File: src/rtl/mem_access.sv
// Memory stage of the RV32I pipeline: issues data-memory requests, aligns and
// extends load data, flags misaligned/faulting accesses and registers results for writeback.
module mem_access #(
  parameter int XLEN    = 32,
  parameter int EX_W    = 4,
  parameter int TIMEOUT = 255
) (
  input  logic            clk,
  input  logic            reset,
  input  logic            pipeline_valid_in,
  input  logic [4:0]      opcode_in,
  input  logic [2:0]      funct3_in,
  input  logic            nop_in,
  input  logic [XLEN-1:0] alu_result_in,
  input  logic [XLEN-1:0] store_data_in,
  input  logic [4:0]      rd_addr_in,
  input  logic            exception_valid_in,
  input  logic [EX_W-1:0] exception_in,
  input  logic            halt_in,
  output logic            stall_out,
  output logic            dmem_req,
  output logic            dmem_we,
  output logic [XLEN-1:0] dmem_addr,
  output logic [3:0]      dmem_be,
  output logic [XLEN-1:0] dmem_wdata,
  input  logic            dmem_ack,
  input  logic [XLEN-1:0] dmem_rdata,
  input  logic            dmem_err,
  output logic            pipeline_valid_out,
  output logic [4:0]      opcode_out,
  output logic            nop_out,
  output logic [4:0]      rd_addr_out,
  output logic            halt_out,
  output logic [XLEN-1:0] result_out,
  output logic            exception_valid_out,
  output logic [EX_W-1:0] exception_out
);
  // Handshake: dmem_req rises with the registered request and stays, with all
  // dmem_* fields stable, until the first cycle dmem_ack is high (which may be
  // the very first cycle of the request); the transfer completes on that cycle.
  localparam logic [4:0] OP_LOAD  = 5'b00000;
  localparam logic [4:0] OP_STORE = 5'b01000;

  typedef enum logic {IDLE, BUSY} state_t;
  state_t state_q, state_d;

  logic [7:0]      cnt_q;
  logic [2:0]      pend_f3;
  logic [1:0]      pend_off;
  logic            pend_load;
  logic            pend_halt;

  logic            is_load, is_store, mem_op, size_ok, misaligned, issue;
  logic            pass_exc_valid;
  logic [EX_W-1:0] pass_exc;
  logic [3:0]      be_d;
  logic [XLEN-1:0] wdata_d;
  logic            timeout_hit, done, fault;
  logic [7:0]      byte_v;
  logic [15:0]     half_v;
  logic [XLEN-1:0] load_data;

  always_comb begin
    is_load    = (opcode_in == OP_LOAD);
    is_store   = (opcode_in == OP_STORE);
    mem_op     = pipeline_valid_in && (is_load || is_store) && !nop_in && !exception_valid_in;
    size_ok    = is_load ? (funct3_in inside {3'b000, 3'b001, 3'b010, 3'b100, 3'b101})
                         : (funct3_in inside {3'b000, 3'b001, 3'b010});
    misaligned = ((funct3_in[1:0] == 2'b01) && alu_result_in[0]) ||
                 ((funct3_in[1:0] == 2'b10) && (alu_result_in[1:0] != 2'b00));
    issue      = mem_op && size_ok && !misaligned;

    pass_exc_valid = 1'b0;
    pass_exc       = '0;
    if (exception_valid_in) begin
      pass_exc_valid = 1'b1;
      pass_exc       = exception_in;
    end else if (mem_op && !size_ok) begin
      pass_exc_valid = 1'b1;
      pass_exc       = EX_W'(2);
    end else if (mem_op && misaligned) begin
      pass_exc_valid = 1'b1;
      pass_exc       = is_load ? EX_W'(4) : EX_W'(6);
    end

    case (funct3_in[1:0])
      2'b00: begin
        be_d    = 4'b0001 << alu_result_in[1:0];
        wdata_d = {4{store_data_in[7:0]}};
      end
      2'b01: begin
        be_d    = 4'b0011 << {alu_result_in[1], 1'b0};
        wdata_d = {2{store_data_in[15:0]}};
      end
      default: begin
        be_d    = 4'b1111;
        wdata_d = store_data_in;
      end
    endcase
  end

  // Load lane selection uses the byte offset captured at issue time.
  always_comb begin
    byte_v = dmem_rdata[{pend_off, 3'b000} +: 8];
    half_v = dmem_rdata[{pend_off[1], 4'b0000} +: 16];
    case (pend_f3)
      3'b000:  load_data = {{(XLEN-8){byte_v[7]}}, byte_v};
      3'b100:  load_data = {{(XLEN-8){1'b0}}, byte_v};
      3'b001:  load_data = {{(XLEN-16){half_v[15]}}, half_v};
      3'b101:  load_data = {{(XLEN-16){1'b0}}, half_v};
      default: load_data = dmem_rdata;
    endcase
  end

  always_comb begin
    timeout_hit = !dmem_ack && (cnt_q == 8'(TIMEOUT - 1));
    done        = dmem_ack || timeout_hit;
    fault       = dmem_ack ? dmem_err : 1'b1;
    stall_out   = (state_q == BUSY);
    state_d     = state_q;
    case (state_q)
      IDLE: if (issue) state_d = BUSY;
      BUSY: if (done)  state_d = IDLE;
      default: state_d = IDLE;
    endcase
  end

  always_ff @(posedge clk) begin
    if (reset) state_q <= IDLE;
    else       state_q <= state_d;
  end

  always_ff @(posedge clk) begin
    if (reset) begin
      cnt_q               <= '0;
      pend_f3             <= '0;
      pend_off            <= '0;
      pend_load           <= 1'b0;
      pend_halt           <= 1'b0;
      dmem_req            <= 1'b0;
      dmem_we             <= 1'b0;
      dmem_addr           <= '0;
      dmem_be             <= '0;
      dmem_wdata          <= '0;
      pipeline_valid_out  <= 1'b0;
      opcode_out          <= '0;
      nop_out             <= 1'b0;
      rd_addr_out         <= '0;
      halt_out            <= 1'b0;
      result_out          <= '0;
      exception_valid_out <= 1'b0;
      exception_out       <= '0;
    end else begin
      pipeline_valid_out <= 1'b0;
      if (state_q == IDLE) begin
        if (pipeline_valid_in) begin
          opcode_out  <= opcode_in;
          nop_out     <= nop_in;
          rd_addr_out <= rd_addr_in;
          pend_f3     <= funct3_in;
          pend_off    <= alu_result_in[1:0];
          pend_load   <= is_load;
          pend_halt   <= halt_in;
          if (issue) begin
            dmem_req   <= 1'b1;
            dmem_we    <= is_store;
            dmem_addr  <= {alu_result_in[XLEN-1:2], 2'b00};
            dmem_be    <= be_d;
            dmem_wdata <= wdata_d;
            cnt_q      <= '0;
          end else begin
            pipeline_valid_out  <= 1'b1;
            result_out          <= alu_result_in;
            exception_valid_out <= pass_exc_valid;
            exception_out       <= pass_exc;
            halt_out            <= halt_out | halt_in;
          end
        end
      end else if (done) begin
        dmem_req            <= 1'b0;
        pipeline_valid_out  <= 1'b1;
        halt_out            <= halt_out | pend_halt;
        exception_valid_out <= fault;
        if (fault) begin
          exception_out <= pend_load ? EX_W'(5) : EX_W'(7);
          result_out    <= '0;
        end else begin
          exception_out <= '0;
          result_out    <= pend_load ? load_data : '0;
        end
      end else begin
        cnt_q <= cnt_q + 8'd1;
      end
    end
  end
endmodule
File: config.mk
export PLATFORM = sky130hd
export DESIGN_NAME = mem_access
export DESIGN_NICKNAME = d
export VERILOG_FILES = /design/src/rtl/mem_access.sv
export SDC_FILE = /design/constraint.sdc
export NUM_CORES = 1
export LEC_CHECK = 0
export CAP_MARGIN = 15
export CORE_MARGIN = 1.5
export CORE_UTILIZATION = 40
export DETAILED_ROUTE_END_ITERATION = 6
export PLACE_DENSITY = 0.84
export RECOVER_POWER = 25
export SYNTH_ARGS = -nofsm -noshare
export SYNTH_HDL_FRONTEND = slang
export SYNTH_SLANG_ARGS = --single-unit
File: constraint.sdc
create_clock -name clk -period 2 [get_ports clk]
set_input_delay 0.4 -clock clk [delete_from_list [all_inputs] [get_ports clk]]
set_output_delay 0.4 -clock clk [all_outputs]
set_load 0.01 [all_outputs]
==> results of run 1 <==
## area by class of cell
type                    instances  area, um2
clock inverters                 9        103
flip-flops and latches        134       2690
well taps                     211        264
inverters                      19       71.3
clock buffers                  22        464
fillers                      1286       5450
repair buffers                301       2970
multi-input cells             541       3300
## critical path, cell delays in order
cell and delay, ns:
clkdlybuf4s50_1 0.47, mux4_2 0.51, a221oi_2 0.35, nor2_4 0.19, a221oi_1 0.37, nor3_2 0.07
## placed cells by master, fill, tap and decap left out, types with 2 or more instances in the layout
master	count
bufinv_16	2
clkinvlp_4	3
clkbuf_8	2
nand2b_1	7
o211ai_1	9
a311oi_1	10
nor3_1	17
nor2b_1	3
buf_4	49
a21oi_1	75
or3_1	3
nand4_1	4
clkinv_2	4
nand2_1	155
a21o_1	17
mux2i_1	16
o32ai_1	7
xnor2_1	4
nor2_1	75
dfxtp_1	132
o21ai_0	15
clkbuf_16	18
clkdlybuf4s50_1	196
buf_12	9
clkinv_1	2
ha_1	2
a211oi_1	33
clkbuf_1	7
mux4_2	2
inv_1	17
nor3_2	22
a221oi_1	13
conb_1	2
a221oi_2	16
dlygate4sd3_1	42
a211oi_2	2
nand3_1	3
mux2_2	10
## per-layer routing
metal  part of all wire  wire, um  up-vias  GRT usage
met2               0.48     10400      291      0.432
met5                  0         0        -          0
met3              0.083      1790       42     0.0736
li1                   -         -     3190          -
met1               0.41      8750     3150      0.297
met4              0.026       570        0      0.113
## power by group
group | internal [mW] | total (mW) | switching, mW
clock | 1.88 | 3.04 | 1.16
combinational | 0.584 | 1.11 | 0.525
sequential | 2.76 | 2.81 | 0.0499
total | 5.22 | 6.96 | 1.73
## cells by family after synthesis
group	Yosys count	synth area share
other	1	0.000595
buffers and inverters	82	0.0590
flip-flops	134	0.426
AND/OR/NAND/NOR	300	0.220
adder cells (fa/ha/maj)	2	0.00397
AO/OA/AOI/OAI	205	0.235
XOR/XNOR	4	0.00556
multiplexers	28	0.0504
## state kept, by name, indices dropped and copies added, names as in the netlist
name / count
stall_out: 1
opcode_out: 5
pend_f3: 3
pend_off: 2
dmem_wdata: 32
exception_valid_out: 1
cnt_q: 8
rd_addr_out: 5
nop_out: 1
dmem_addr: 30
dmem_req: 1
pipeline_valid_out: 1
exception_out: 4
pend_load: 1
pend_halt: 1
result_out: 32
dmem_be: 4
dmem_we: 1
halt_out: 1
## synth_stat cells (all sizes together) (7+ instances only)
| library cell | instances | area share |
|---|---|---|
| inv | 17 | 0.010 |
| a221oi | 29 | 0.053 |
| clkbuf | 35 | 0.021 |
| mux2i | 16 | 0.025 |
| nor2 | 76 | 0.046 |
| nor3 | 39 | 0.048 |
| o32ai | 7 | 0.0097 |
| dfxtp | 134 | 0.43 |
| o211ai | 9 | 0.011 |
| a21oi | 75 | 0.060 |
| a21o | 17 | 0.020 |
| buf | 28 | 0.027 |
| mux2 | 10 | 0.018 |
| a211oi | 36 | 0.045 |
| a311oi | 11 | 0.016 |
| nand2b | 7 | 0.0069 |
| nand2 | 155 | 0.092 |
| o21ai | 15 | 0.012 |
## timing repair
action,in CTS,in global routing
setup buffers,0,1
cloned,0,1
setup endpoints to repair,8,14
pin swaps,0,2
resized for setup,3,7
## how the worst max path moves through the flow
| stage | from | slack, ns | end |
|---|---|---|---|
| final | dmem_rdata[23] | -0.07 | result_out[17] |
| after global routing | dmem_rdata[23] | -0.13 | result_out[17] |
| after CTS | dmem_rdata[23] | 0.009 | result_out[18] |
| after detailed placement | dmem_rdata[23] | -0.53 | result_out[16] |
| after global placement | dmem_rdata[23] | -0.47 | result_out[18] |
| after floorplan | pend_off[1] | 0.14 | result_out[21] |
## through the flow
step	utilization	setup TNS (ns)	hold slack, ns
global placement	0.603	-20.48	0.440
detailed placement	0.603	-24.04	0.447
finish	0.644	-0.129	0.346
floorplan	-	0	0.433
CTS	0.640	0	0.336
global route	0.644	-0.535	0.355
==> impl_metrics.env, run 1 <==
export IMPL_rsz0062_at_grt="yes"
export IMPL_pin_count=242
export IMPL_final_max_slew_viol_count=0
export IMPL_antenna_cells=0
export IMPL_fin_ws_ns=-0.0693
export IMPL_status="finished with violations"
export IMPL_drt_iter0_drc=434
export IMPL_ctsHoldBuffers=0
export IMPL_leakagePower_nw=3.71
export IMPL_yosysWarnings=0
export IMPL_synth_edf_count=0
export IMPL_path_clk_slew_ns=0.06
export IMPL_ys_flop_type="dfxtp_1"
export IMPL_finalCriticalPeriod_ns=2.07
export IMPL_maxCapViolations=0
export IMPL_die_area_um2=16500
export IMPL_ir_worst_vdd_mv=0.519
export IMPL_ys_async_sr_fraction=0
export IMPL_r2r_start="pend_off[1]"
export IMPL_grt_max_degree=46
export IMPL_worstReg2RegEnd="result_out[17]"
export IMPL_ys_types=50
export IMPL_start_util=0.411
export IMPL_drive_above_1_share=0.145
export IMPL_ant_nets=0
export IMPL_hp_start="reset"
export IMPL_cts_sinks=134
export IMPL_crit_required_ns=2.30
export IMPL_path_class="in -> reg"
export IMPL_wirelength_um=21500
export IMPL_area_growth_pct=56.5
export IMPL_holdPathEnd="dmem_addr[7]"
export IMPL_drc=0
export IMPL_die_h_um=129
export IMPL_die_w_um=129
export IMPL_grt_pass1_wl_um=32600
export IMPL_totalPowerFinal_mw=6.96
export IMPL_insertion_delay_ns=0.42
export IMPL_io_buffer_count=239
export IMPL_fin_crit_sh=1.03
export IMPL_crit_path_start_kind="primary input"
export IMPL_stdcell_area_um2=9860
export IMPL_worstPathArrival_ns=2.37
export IMPL_dpl_cell_area_um2=9230
export IMPL_path_max_fanout=17
export IMPL_failed_checks="negative setup slack"
export IMPL_routed_via_density=5.39
export IMPL_grt_usage=0.254
export IMPL_synth_area_um2=6300
export IMPL_core_um2=15300
export IMPL_num_vias=6673
export IMPL_postSynthCellCount=756
export IMPL_synth_seq_cells=134
export IMPL_worst_slew_margin_rel=0.266
export IMPL_dp_cells=1204
export IMPL_tightestPinTransition_ns=1.10
export IMPL_hp_class="in -> reg"
export IMPL_fin_cells=1237
export IMPL_rows=45
export IMPL_antenna_found_initial=0
export IMPL_dp_slack_ns=-0.530
export IMPL_syn_area_per_cell_um2=8.33
export IMPL_htreeDepth=4
export IMPL_dr_pass1_iters=5
export IMPL_pwr_density_cell_nw_per_um2=706
export IMPL_timing_fmax_mhz=483
export IMPL_grt_pass1_vias=6192
export IMPL_setup_viol=4
export IMPL_cts_buffers=17
export IMPL_hold_viol=0
export IMPL_reg2reg_slack_ns=-0.02
export IMPL_cp_end_kind="flop"
export IMPL_clock_tree_root_cell="clkbuf_16"
export IMPL_r2r_cells=6
export IMPL_clk_path_buf_depth=2
export IMPL_final_net_count=1137
export IMPL_globalplace_congestion=0.869
export IMPL_worstHoldPathCells=2
export IMPL_place_detailed_hpwl_um=15800
export IMPL_skew_ns=0.00629
export IMPL_wl_per_cell_um=17.4
export IMPL_grt_overflow=0
export IMPL_cts_tree="built"
export IMPL_seq_area_frac_synth=0.426
Power figures use the tool's default switching activity.
==> run 2: changes to the inputs <==
Settings changed: CORE_MARGIN 1.5 to default.
==> run 2 against run 1 <==
The flow now finishes without violations. First-iteration DRC count up 21%. Clock power increased by 9.5%. Critical endpoint is now result_out[20]. Critical path type is now reg -> reg. Fmax grew 3.5%. Via count increased by 1.0%. Non-clock buffer count increased by 1.
==> impl_metrics.env, run 2 (same netlist as run 1, synthesis figures left out) <==
export IMPL_dp_slack_ns=-0.568
export IMPL_pwr_density_cell_nw_per_um2=731
export IMPL_worstHoldPathCells=2
export IMPL_tns_ns=0
export IMPL_hold_viol=0
export IMPL_drt_iter0_drc=524
export IMPL_cts_sinks=134
export IMPL_timing_fmax_mhz=500
export IMPL_dpl_cell_area_um2=9220
export IMPL_maxCapViolations=0
export IMPL_final_max_slew_viol_count=0
export IMPL_mostFrequentLayoutCells="clkdlybuf4s50_1, nand2_1, dfxtp_1"
export IMPL_finalCriticalPeriod_ns=2.00
export IMPL_insertion_delay_ns=0.43
export IMPL_grt_max_degree=48
export IMPL_core_um2=15300
export IMPL_grt_pass1_vias=6486
export IMPL_die_w_um=128
export IMPL_grt_overflow=0
export IMPL_start_util=0.411
export IMPL_final_common_cell="clkdlybuf4s50_1"
export IMPL_cts_tree="built"
export IMPL_final_net_count=1139
export IMPL_antenna_found_initial=0
export IMPL_status="completed"
export IMPL_antenna_cells=0
export IMPL_r2r_start="pend_off[1]"
export IMPL_cts_buffers=17
export IMPL_ant_nets=0
export IMPL_crit_path_start_kind="flop"
export IMPL_tightestPinTransition_ns=1.01
export IMPL_io_buffer_count=239
export IMPL_worstReg2RegEnd="result_out[20]"
export IMPL_die_area_um2=16300
export IMPL_area_growth_pct=57.4
export IMPL_nFillCells=1265
export IMPL_crit_required_ns=2.30
export IMPL_fin_cells=1240
export IMPL_grt_usage=0.272
export IMPL_pin_count=242
export IMPL_htreeDepth=4
export IMPL_hp_start="reset"
export IMPL_die_h_um=128
export IMPL_drive_above_1_share=0.152
export IMPL_ir_worst_vdd_mv=0.565
export IMPL_path_clk_slew_ns=0.06
export IMPL_final_util=0.648
export IMPL_wirelength_um=22200
export IMPL_leakagePower_nw=3.76
export IMPL_fin_ws_ns=0.00134
export IMPL_place_detailed_hpwl_um=16100
export IMPL_grt_pass1_wl_um=34100
export IMPL_skew_ns=0.00890
export IMPL_hp_class="in -> reg"
export IMPL_worstPathArrival_ns=2.30
export IMPL_cp_end_kind="flop"
export IMPL_globalplace_congestion=0.865
export IMPL_drc=0
export IMPL_path_class="reg -> reg"
export IMPL_dr_pass1_iters=4
export IMPL_rsz0062_at_grt="yes"
export IMPL_stdcell_area_um2=9920
export IMPL_worst_slew_margin_rel=0.326
export IMPL_clock_tree_root_cell="clkbuf_16"
export IMPL_clk_path_buf_depth=2
export IMPL_ctsHoldBuffers=0
export IMPL_routed_via_density=5.44
export IMPL_wl_per_cell_um=17.9
export IMPL_multi_input_area_um2=3320
export IMPL_path_max_fanout=9
export IMPL_rows=45
export IMPL_register_area_um2=2690
export IMPL_reg2reg_slack_ns=0.001
export IMPL_dp_cells=1206
export IMPL_setup_viol=0
export IMPL_fin_crit_sh=0.999
export IMPL_largestRegisters="dmem_wdata: 32 flops, result_out: 32 flops, dmem_addr: 30 flops"
export IMPL_r2r_cells=5
export IMPL_holdPathEnd="halt_out"
export IMPL_num_vias=6740
[run 2: power by group]
| part | leakage, nW | total (mW) | internal, mW | switching [mW] |
|---|---|---|---|---|
| clock network | 0.299 | 3.33 | 2.11 | 1.22 |
| logic | 2.37 | 1.12 | 0.585 | 0.530 |
| registers | 1.09 | 2.81 | 2.76 | 0.0520 |
| total | 3.76 | 7.25 | 5.46 | 1.80 |
[run 2: how the worst max path moves through the flow]
stage	slack (ns)	cells after the start	startpoint	end
finish	0.001	5	pend_off[1]	result_out[20]
global route	-0.04	5	pend_off[1]	result_out[20]
CTS	0.005	6	dmem_rdata[31]	result_out[15]
detailed placement	-0.57	6	dmem_rdata[23]	result_out[20]
global placement	-0.47	6	dmem_rdata[23]	result_out[18]
floorplan	0.14	6	pend_off[1]	result_out[21]
[run 2: worst max-delay path: stages (launching register included)]
cell	delay (ns)
dfxtp_4	0.36
mux4_2	0.55
a221oi_4	0.41
nor2_4	0.15
a221oi_2	0.32
nor3_2	0.09
[run 2: stage by stage]
| stage | total power, mW | hold WS, ns |
|---|---|---|
| 4_1_cts | 7.28 | 0.339 |
| 3_5_place_dp | 3.97 | 0.448 |
| 6_report | 7.25 | 0.344 |
| 5_1_grt | 7.50 | 0.334 |
| 2_1_floorplan | 3.34 | 0.433 |
| 3_3_place_gp | 3.95 | 0.440 |
[run 2: layout make-up]
cell class                      count  share of cell area
Multi-Input combinational cell    542               0.334
Timing Repair Buffer              302               0.298
Sequential cell                   134               0.271
Clock buffer                       19              0.0447
Tap cell                          211              0.0266
Clock inverter                     13              0.0182
Inverter                           19             0.00719
[run 2: layer usage]
metal | part of all wire | global-route usage | wire length (um) | up-vias
li1 | - | - | - | 3210
met1 | 0.38 | 0.302 | 8540 | 3189
met2 | 0.50 | 0.484 | 11100 | 313
met3 | 0.095 | 0.0921 | 2100 | 28
met4 | 0.019 | 0.0910 | 425 | 0
met5 | 0 | 0 | 0 | -
[run 2: what timing repair did]
item                       CTS  global route
setup buffers                0             1
pin swaps                    0             7
setup endpoints to repair   12            38
gates resized for setup      3            14
gates cloned                 0             1
